[config.mk]
export PLATFORM = sky130hd
export DESIGN_NAME = mul_div
export DESIGN_NICKNAME = d
export VERILOG_FILES = /design/src/rtl/mul_div.sv
export SDC_FILE = /design/constraint.sdc
export NUM_CORES = 1
export LEC_CHECK = 0
export CAP_MARGIN = 20
export CORE_AREA = 2 2 129 181
export DETAILED_ROUTE_END_ITERATION = 6
export DIE_AREA = 0 0 131 183
export PLACE_DENSITY = 0.82
export SYNTH_ARGS = -nofsm -noshare
export SYNTH_HDL_FRONTEND = slang
export SYNTH_SLANG_ARGS = --single-unit
[constraint.sdc]
create_clock -name clk -period 2.9 [get_ports clk]
set_clock_uncertainty 0.1 [all_clocks]
set_input_delay 0.58 -clock clk [delete_from_list [all_inputs] [get_ports clk]]
set_output_delay 0.58 -clock clk [all_outputs]
set_load 0.005 [all_outputs]
[src/rtl/mul_div.sv]
// mul_div: 32-bit iterative multiply/divide unit (shift-add multiply, restoring divide on magnitudes).
// Define MUL_DIV_DIVIDE_EN to build the divide path; without it DIV/DIVU finish at once with overflow set.
module mul_div (
    input  logic        clk,
    input  logic        clrn,
    input  logic        start,
    input  logic [1:0]  op,
    input  logic [31:0] dataa,
    input  logic [31:0] datab,
    output logic        busy,
    output logic        ready,
    output logic [31:0] hi,
    output logic [31:0] lo,
    output logic        overflow
);

    typedef enum logic [1:0] {IDLE, CALC, FIX, DONE} state_t;

    state_t      state, state_next;
    logic [4:0]  count;
    logic [31:0] a_mag;
    logic [63:0] acc;
    logic        neg_hi;
`ifdef MUL_DIV_DIVIDE_EN
    logic        neg_lo;
    logic        is_div;
`endif

    logic        accept, short_op, a_neg, b_neg;
    logic [31:0] a_abs, b_abs;
    logic [32:0] mul_sum;
    logic [63:0] acc_step, acc_neg;
    logic [31:0] fix_hi, fix_lo;

    assign accept = start && (state == IDLE || state == DONE);
    assign a_neg  = ~op[0] & dataa[31];
    assign b_neg  = ~op[0] & datab[31];
    assign a_abs  = a_neg ? (~dataa + 32'd1) : dataa;
    assign b_abs  = b_neg ? (~datab + 32'd1) : datab;
    assign busy   = (state == CALC) || (state == FIX);
    assign ready  = (state == DONE);

    // Divide-by-zero (or any divide when the divider is not built) bypasses the iteration.
`ifdef MUL_DIV_DIVIDE_EN
    assign short_op = op[1] && (dataa == 32'd0);
`else
    assign short_op = op[1];
`endif

    always_comb begin
        state_next = state;
        case (state)
            IDLE, DONE: begin
                if (accept)
                    state_next = short_op ? DONE : CALC;
                else
                    state_next = IDLE;
            end
            CALC:    if (count == 5'd31) state_next = FIX;
            FIX:     state_next = DONE;
            default: state_next = IDLE;
        endcase
    end

    // acc holds {partial product, multiplier} for multiply and {remainder, quotient} for divide.
    always_comb begin
        mul_sum  = {1'b0, acc[63:32]} + (acc[0] ? {1'b0, a_mag} : 33'd0);
        acc_step = {mul_sum, acc[31:1]};
`ifdef MUL_DIV_DIVIDE_EN
        if (is_div) begin
            if (acc[63:31] >= {1'b0, a_mag})
                acc_step = {acc[62:31] - a_mag, acc[30:0], 1'b1};
            else
                acc_step = {acc[62:0], 1'b0};
        end
`endif
    end

    always_comb begin
        acc_neg          = ~acc + 64'd1;
        {fix_hi, fix_lo} = neg_hi ? acc_neg : acc;
`ifdef MUL_DIV_DIVIDE_EN
        if (is_div) begin
            fix_lo = neg_lo ? acc_neg[31:0] : acc[31:0];
            fix_hi = neg_hi ? (~acc[63:32] + 32'd1) : acc[63:32];
        end
`endif
    end

    always_ff @(posedge clk or negedge clrn) begin
        if (!clrn) begin
            state    <= IDLE;
            count    <= 5'd0;
            a_mag    <= 32'd0;
            acc      <= 64'd0;
            neg_hi   <= 1'b0;
`ifdef MUL_DIV_DIVIDE_EN
            neg_lo   <= 1'b0;
            is_div   <= 1'b0;
`endif
            hi       <= 32'd0;
            lo       <= 32'd0;
            overflow <= 1'b0;
        end else begin
            state <= state_next;
            case (state)
                IDLE, DONE: begin
                    if (accept) begin
                        count  <= 5'd0;
                        a_mag  <= a_abs;
                        acc    <= {32'd0, b_abs};
                        neg_hi <= op[1] ? b_neg : (a_neg ^ b_neg);
`ifdef MUL_DIV_DIVIDE_EN
                        neg_lo <= a_neg ^ b_neg;
                        is_div <= op[1];
`endif
                        if (short_op) begin
                            overflow <= 1'b1;
`ifdef MUL_DIV_DIVIDE_EN
                            hi <= datab;
                            lo <= 32'hFFFF_FFFF;
`else
                            hi <= 32'd0;
                            lo <= 32'd0;
`endif
                        end
                    end
                end
                CALC: begin
                    acc   <= acc_step;
                    count <= count + 5'd1;
                end
                FIX: begin
                    hi       <= fix_hi;
                    lo       <= fix_lo;
                    overflow <= 1'b0;
                end
                default: ;
            endcase
        end
    end

endmodule

# [After elaboration in Yosys (flattened, before gate mapping)]
# Index checks and enable logic that the tools add are counted.
[totals] romBits=0 wordCells=57 inputBits=69 ff_bits=169 n_memories=0 ramBits=0 latchBits=0
[op_classes] add_sub_neg=5 shifts=0 n_bitwise=7 eq_ne=7 muxes=20 div_mod_pow=0 multipliers=0 n_reduce_logical=10 magnitude_cmp=0
[op_table] operator="$mux 32" count=5
[op_table] operator="$mux 64" count=2
[op_table] operator="$pmux 32 s2" count=2
[op_table] operator="$pmux 64 s2" count=1
[op_table] operator="$add 32x1->32 const B" count=2
[op_table] operator="$add 64x1->64 const B" count=1
[op_table] operator="$not 32->32" count=2
[op_table] operator="$not 64->64" count=1
[op_table] operator="$add 32x32->33" count=1
[op_table] operator="$pmux 5 s2" count=1
[op_table] operator="$mux 2" count=3
[op_table] operator="$pmux 2 s3" count=1
[op_table] operator="$add 5x1->5 const B" count=1
[op_table] operator="$eq 5x5->1 const B" count=1
[op_table] operator="$mux 5" count=1
[op_table] operator="$eq 2x2->1 const B" count=2
[op_table] operator="$ne 2x2->1 const B" count=2
[op_table] operator="$reduce_and 2->1" count=2
[op_table] operator="$reduce_bool 2->1" count=2
[op_table] operator="$mux 1" count=3
[op_table] operator="$reduce_and 3->1" count=1
[op_table] operator="$and 1x1->1" count=2
[op_table] operator="$eq 2x1->1 const B" count=1
[op_table] operator="$logic_not 2->1" count=1
[op_table] operator="7 further kinds" count=8

# [Depth between registers and ports, before layout]
[logic_depth] depth_word=5 mapped_depth=12 depth_no_buf=11

# [Worst setup path after synthesis]
# Ideal clock, no wire load.
[synth_path] path_type="input to register" startpoint="input datab[1]" endpoint="register acc[26]" arrival_time_ns=2.814 setup_time_ns=0.135 path_stages=10 required_ns=2.665 setup_slack_ns=-0.148 cell_sequence="inv_1 > ha_1 > or3b_2 > or4_1 > clkbuf_1 > nor3b_1 > nor3b_1 > a21o_1 > xor2_1 > o22ai_1"
[synth_between] elab_chain_cells=5
[synth_rtl] element="start, declared" line="9" text="input logic [31:0] datab,"
[synth_rtl] element="$not 32->32" line="39" text="assign b_abs = b_neg ? (~datab + 32'd1) : datab;"
[synth_rtl] element="$add 32x1->32" line="39"
[synth_rtl] element="$mux 32" line="39"
[synth_rtl] element="$mux 64" line="108" text="if (accept) begin"
[synth_rtl] element="$pmux 64 s2" line="106" text="case (state)"
[synth_rtl] element="end signal, assigned" line="111" text="acc <= {32'd0, b_abs};"
[synth_rtl] element="end signal, assigned" line="130" text="acc <= acc_step;"
[synth_rtl] element="end, declared" line="22" text="logic [63:0] acc;"
# Every way passes these cells. The select of a mux whose other input is x is not followed.
# A chain may end at the register's enable or synchronous reset.

# [Final worst setup path]
[layout_path] startpoint="register acc[8]" endpoint="register hi[5]"
[layout_between] elab_chain_cells=4
[layout_rtl] element="$not 64->64" line="80" text="acc_neg = ~acc + 64'd1;"
[layout_rtl] element="$add 64x1->64" line="80"
[layout_rtl] element="$mux 64" line="81" text="{fix_hi, fix_lo} = neg_hi ? acc_neg : acc;"
[layout_rtl] element="$pmux 32 s2" line="106"
[layout_rtl] element="end signal, assigned" line="134" text="hi <= fix_hi;"
[layout_rtl] element="end, declared" line="12" text="output logic [31:0] hi,"
# Every way passes these cells.

==> results.md <==
- Status: complete, but fails checks
- Failing checks: negative setup slack
- Routability cong.: about 0.9
- Syn Nets: around 1400
- Post-synthesis mux area share: 0.190%
- Vias in the first global route: ~11000
- Int Power: between 8 and 9 mW
- Max Fclk: roughly 330 MHz
- Synth unique cells: 72
- Drt pass-1 iters: 5
- Worst-margin pin slew: roughly 1 ns
- Bufs and invs on worst path: 2
- Synth Area in Compound Gates: between 20% and 30%
- NetSw: ~7.3 mW
- CTS Buf Count: 17
- WP data required: 3.12 ns
- Cell family with most CP delay: simple AND/OR/NAND/NOR gates
- Critical Path AT: roughly 3.2 ns
- # IOs: around 140
- RSZ-0062 raised after global routing: yes
- Layout cells sized above 1: between 10% and 20%
- Syn. warnings: 0
- CP endpoint kind: flip-flop
- CP Class: flip-flop to flip-flop
- Clock latency on the worst-skew pair: about 0.45 ns
- Starting Density: about half
- Pwr Density: approximately 1100 nW/um^2
- Min Tclk post-route: 2.99 ns
- Simple-gate share of the synthesized area: between 15 and 20%
- Fillers: about 1700
- Async SR Flop Fraction: 100%
- Most common cell after layout, fill and taps aside: nand2_1
- Max-cap violations: 0
- CTS Sinks: 169
- Multi-input gate area: 7030 um^2
- Horiz. Die Dim: 131 um
- Critical-path top delay cell: or4_4
- Clk slew on worst S/H paths: around 0.07 ns
- Overflow after GRT: 0
- Leakage power: between 6 and 7 nW
- Most used DFF post-synth: dfrtp_1
- Post-synthesis register bit count: between 150 and 200
- Setup WS post-layout: -0.0926 ns
- CTS tree: yes
- First-pass GRT wire length: approximately 56000 um
- Worst path cell trace: or4_4 -> or4_4 -> buf_6 -> nor4b_4 -> buf_6 -> nand2_2 -> o41ai_2 -> xor2_1 -> o21ai_0
- Startpoint types: flip-flop
- Final setup fails: 19
- Site row count: between 60 and 70
- Largest net degree at the start of global routing: 81
- Switching share of power: a little under half
- Overall power: roughly 16 mW
- CP Max Fanout: 6
- CTS Root Cell: clkbuf_16
- Reg power frac: a little over a quarter
- Max incr delay on CP: about 0.62 ns
- Commonest cells after routing, fill and taps aside: nand2_1 (196), o21ai_0 (169), dfrtp_1 (167), buf_4 (166), clkdlybuf4s50_1 (130)
- Synth Area in XOR/XNOR: 11.4%
- Initial drt markers: around 1000
- Die height: approximately 180 um
- Largest family of logic cells by synthesized area: compound AO/OA/AOI/OAI gates
- DRC: 0
- Tot GR Track Use: between 20% and 30%
- Synth Area in Adders: 4.66%
- Final Max Tran Viols: 0
- Final period util: 103%
- Worst hold path class: flip-flop to flip-flop
- Syn Inst Count: between 1000 and 1500
- Nets@finish: between 1500 and 2000
- H-tree Lvls: 4
- Final Instance Area: 15200 um^2
- Area Overhead vs Synth: 35.7%
- Vias/cell: slightly above 6
- Seq/Total Area, Yosys: a little under two fifths
- CORE AREA: 22400 um^2
- Clock power frac: 15.2%
- Routed len/inst: between 15 and 20 um
- Vias: around 12000
- Post-Route WL: around 37000 um
- Gate power share: between 50 and 60%
- Placed cell areas: 13900 um^2
- Total die area: 24000 um^2
- Post-synth EDFFs: 0
- Initial antenna violation count: 0
- Maximum vdd drop: about 0.63 mV
- Mapped Area: between 10000 and 15000 um^2
- Storage cell area: between 4000 and 5000 um^2
- Max transition margin: between 30% and 40%
- IO buf count: 135
- Routed Antenna Nets: 0
- HPWL after DPL: ~26000 um
- Longest Clk Path Bufs: 2
- Syn Area/Cell: around 8.4 um^2
- Final hold violations: 0
## power by group through the flow
stage / combinational (mW) / clock (mW) / sequential [mW]
floorplan: 4.97 / 0 / 4.12
CTS: 8.59 / 2.45 / 4.29
global placement: 8.08 / 0 / 4.27
global route: 10.1 / 2.55 / 4.48
detailed placement: 8.34 / 0 / 4.31
finish: 9.29 / 2.45 / 4.38
## logic make-up after synthesis
logic type	after synthesis
AND/OR/NAND/NOR	450
AO/OA/AOI/OAI	417
XOR/XNOR	145
multiplexers	2
adder cells (fa/ha/maj)	41
buffers and inverters	103
flip-flops	169
## layout make-up
type	count	area share, %
Clock buffer	22	3.06
Inverter	31	0.768
Clock inverter	10	1.10
Tap cell	301	2.49
Timing Repair Buffer	313	18.3
Sequential cell	169	27.9
Antenna cell	1	0.0165
Multi-Input combinational cell	1055	46.4
## flip-flops by register name, summed over array words and instances, names as in the netlist
signal / count
hi: 32
neg_hi: 1
state: 2
lo: 32
acc: 64
count: 5
overflow: 1
a_mag: 32
## worst reg2reg max path, delay by kind of cell (launching register included)
family                    cells  cell delay (ns)
AOI/OAI and AO/OA             2             0.37
and+or+nand+nor               4             1.51
buffers and inverters         2             0.33
xor gates and xnor gates      1             0.16
DFF                           1             0.39
## synthesized netlist by cell type (5+ instances only)
library cell / number / area (um^2)
o41ai_1: 12 / 105
o21ai_1: 7 / 35.0
o22ai_1: 31 / 194
inv_1: 30 / 113
a31oi_1: 11 / 68.8
o21a_1: 8 / 60.1
clkbuf_1: 59 / 221
nand2b_1: 13 / 81.3
o41ai_2: 5 / 81.3
or3_1: 13 / 81.3
or4_1: 13 / 97.6
nand4_1: 16 / 100
nor3_1: 22 / 110
nor2b_1: 6 / 37.5
dfrtp_1: 169 / 4230
a22oi_1: 5 / 37.5
nand3_1: 19 / 95.1
o211ai_1: 6 / 45.0
o21ai_0: 180 / 901
a21oi_1: 91 / 455
nand2_1: 198 / 743
o31ai_1: 29 / 218
and2_1: 35 / 219
xnor2_1: 58 / 508
ha_1: 40 / 500
a21o_1: 6 / 45.0
xor2_1: 87 / 762
nor4_1: 12 / 75.1
nor2_1: 72 / 270
## worst paths after layout
check | startpoint | end | slack (ns) | cells after the start
setup / recovery | acc[8] | hi[5] | -0.09 | 9
hold / removal | a_mag[17] | a_mag[17] | 0.37 | 2
setup reg to reg | acc[8] | hi[5] | -0.09 | 9
hold reg to reg | a_mag[17] | a_mag[17] | 0.37 | 2
max in group asynchronous | clrn | acc[18] | 1.41 | 3
min in group asynchronous | clrn | a_mag[8] | 0.51 | 2
## layer usage
metal,vias up,routed length (um),track usage (%)
met5,-,0,0
met4,0,2980,19.1
met3,213,2750,7.41
met2,594,17900,50.7
met1,5478,13100,33.0
li1,5266,-,-
## repair_timing
item                                    CTS  global route
hold endpoints to repair                 43             0
gates resized for setup                  47            66
endpoints found under the setup margin   47            52
hold buffers                              1             0
buffers inserted                          6             7
pin swaps                                15            31
## metrics by stage
| step | setup TNS [ns] | utilization, % | std cells | hold WS (ns) | setup WS (ns) |
|---|---|---|---|---|---|
| after detailed placement | -14.24 | 62.0 | 1855 | 0.362 | -0.592 |
| after CTS | -0.0573 | 66.1 | 1894 | 0.376 | -0.0159 |
| final | -0.752 | 67.8 | 1902 | 0.369 | -0.0926 |
| after global placement | -10.60 | 62.0 | 1855 | 0.353 | -0.500 |
| after floorplan | 0 | - | 1327 | 0.184 | 0.0293 |
| after global routing | -2.51 | 67.7 | 1901 | 0.387 | -0.147 |
Note: power is estimated with default switching activity, not from simulation.
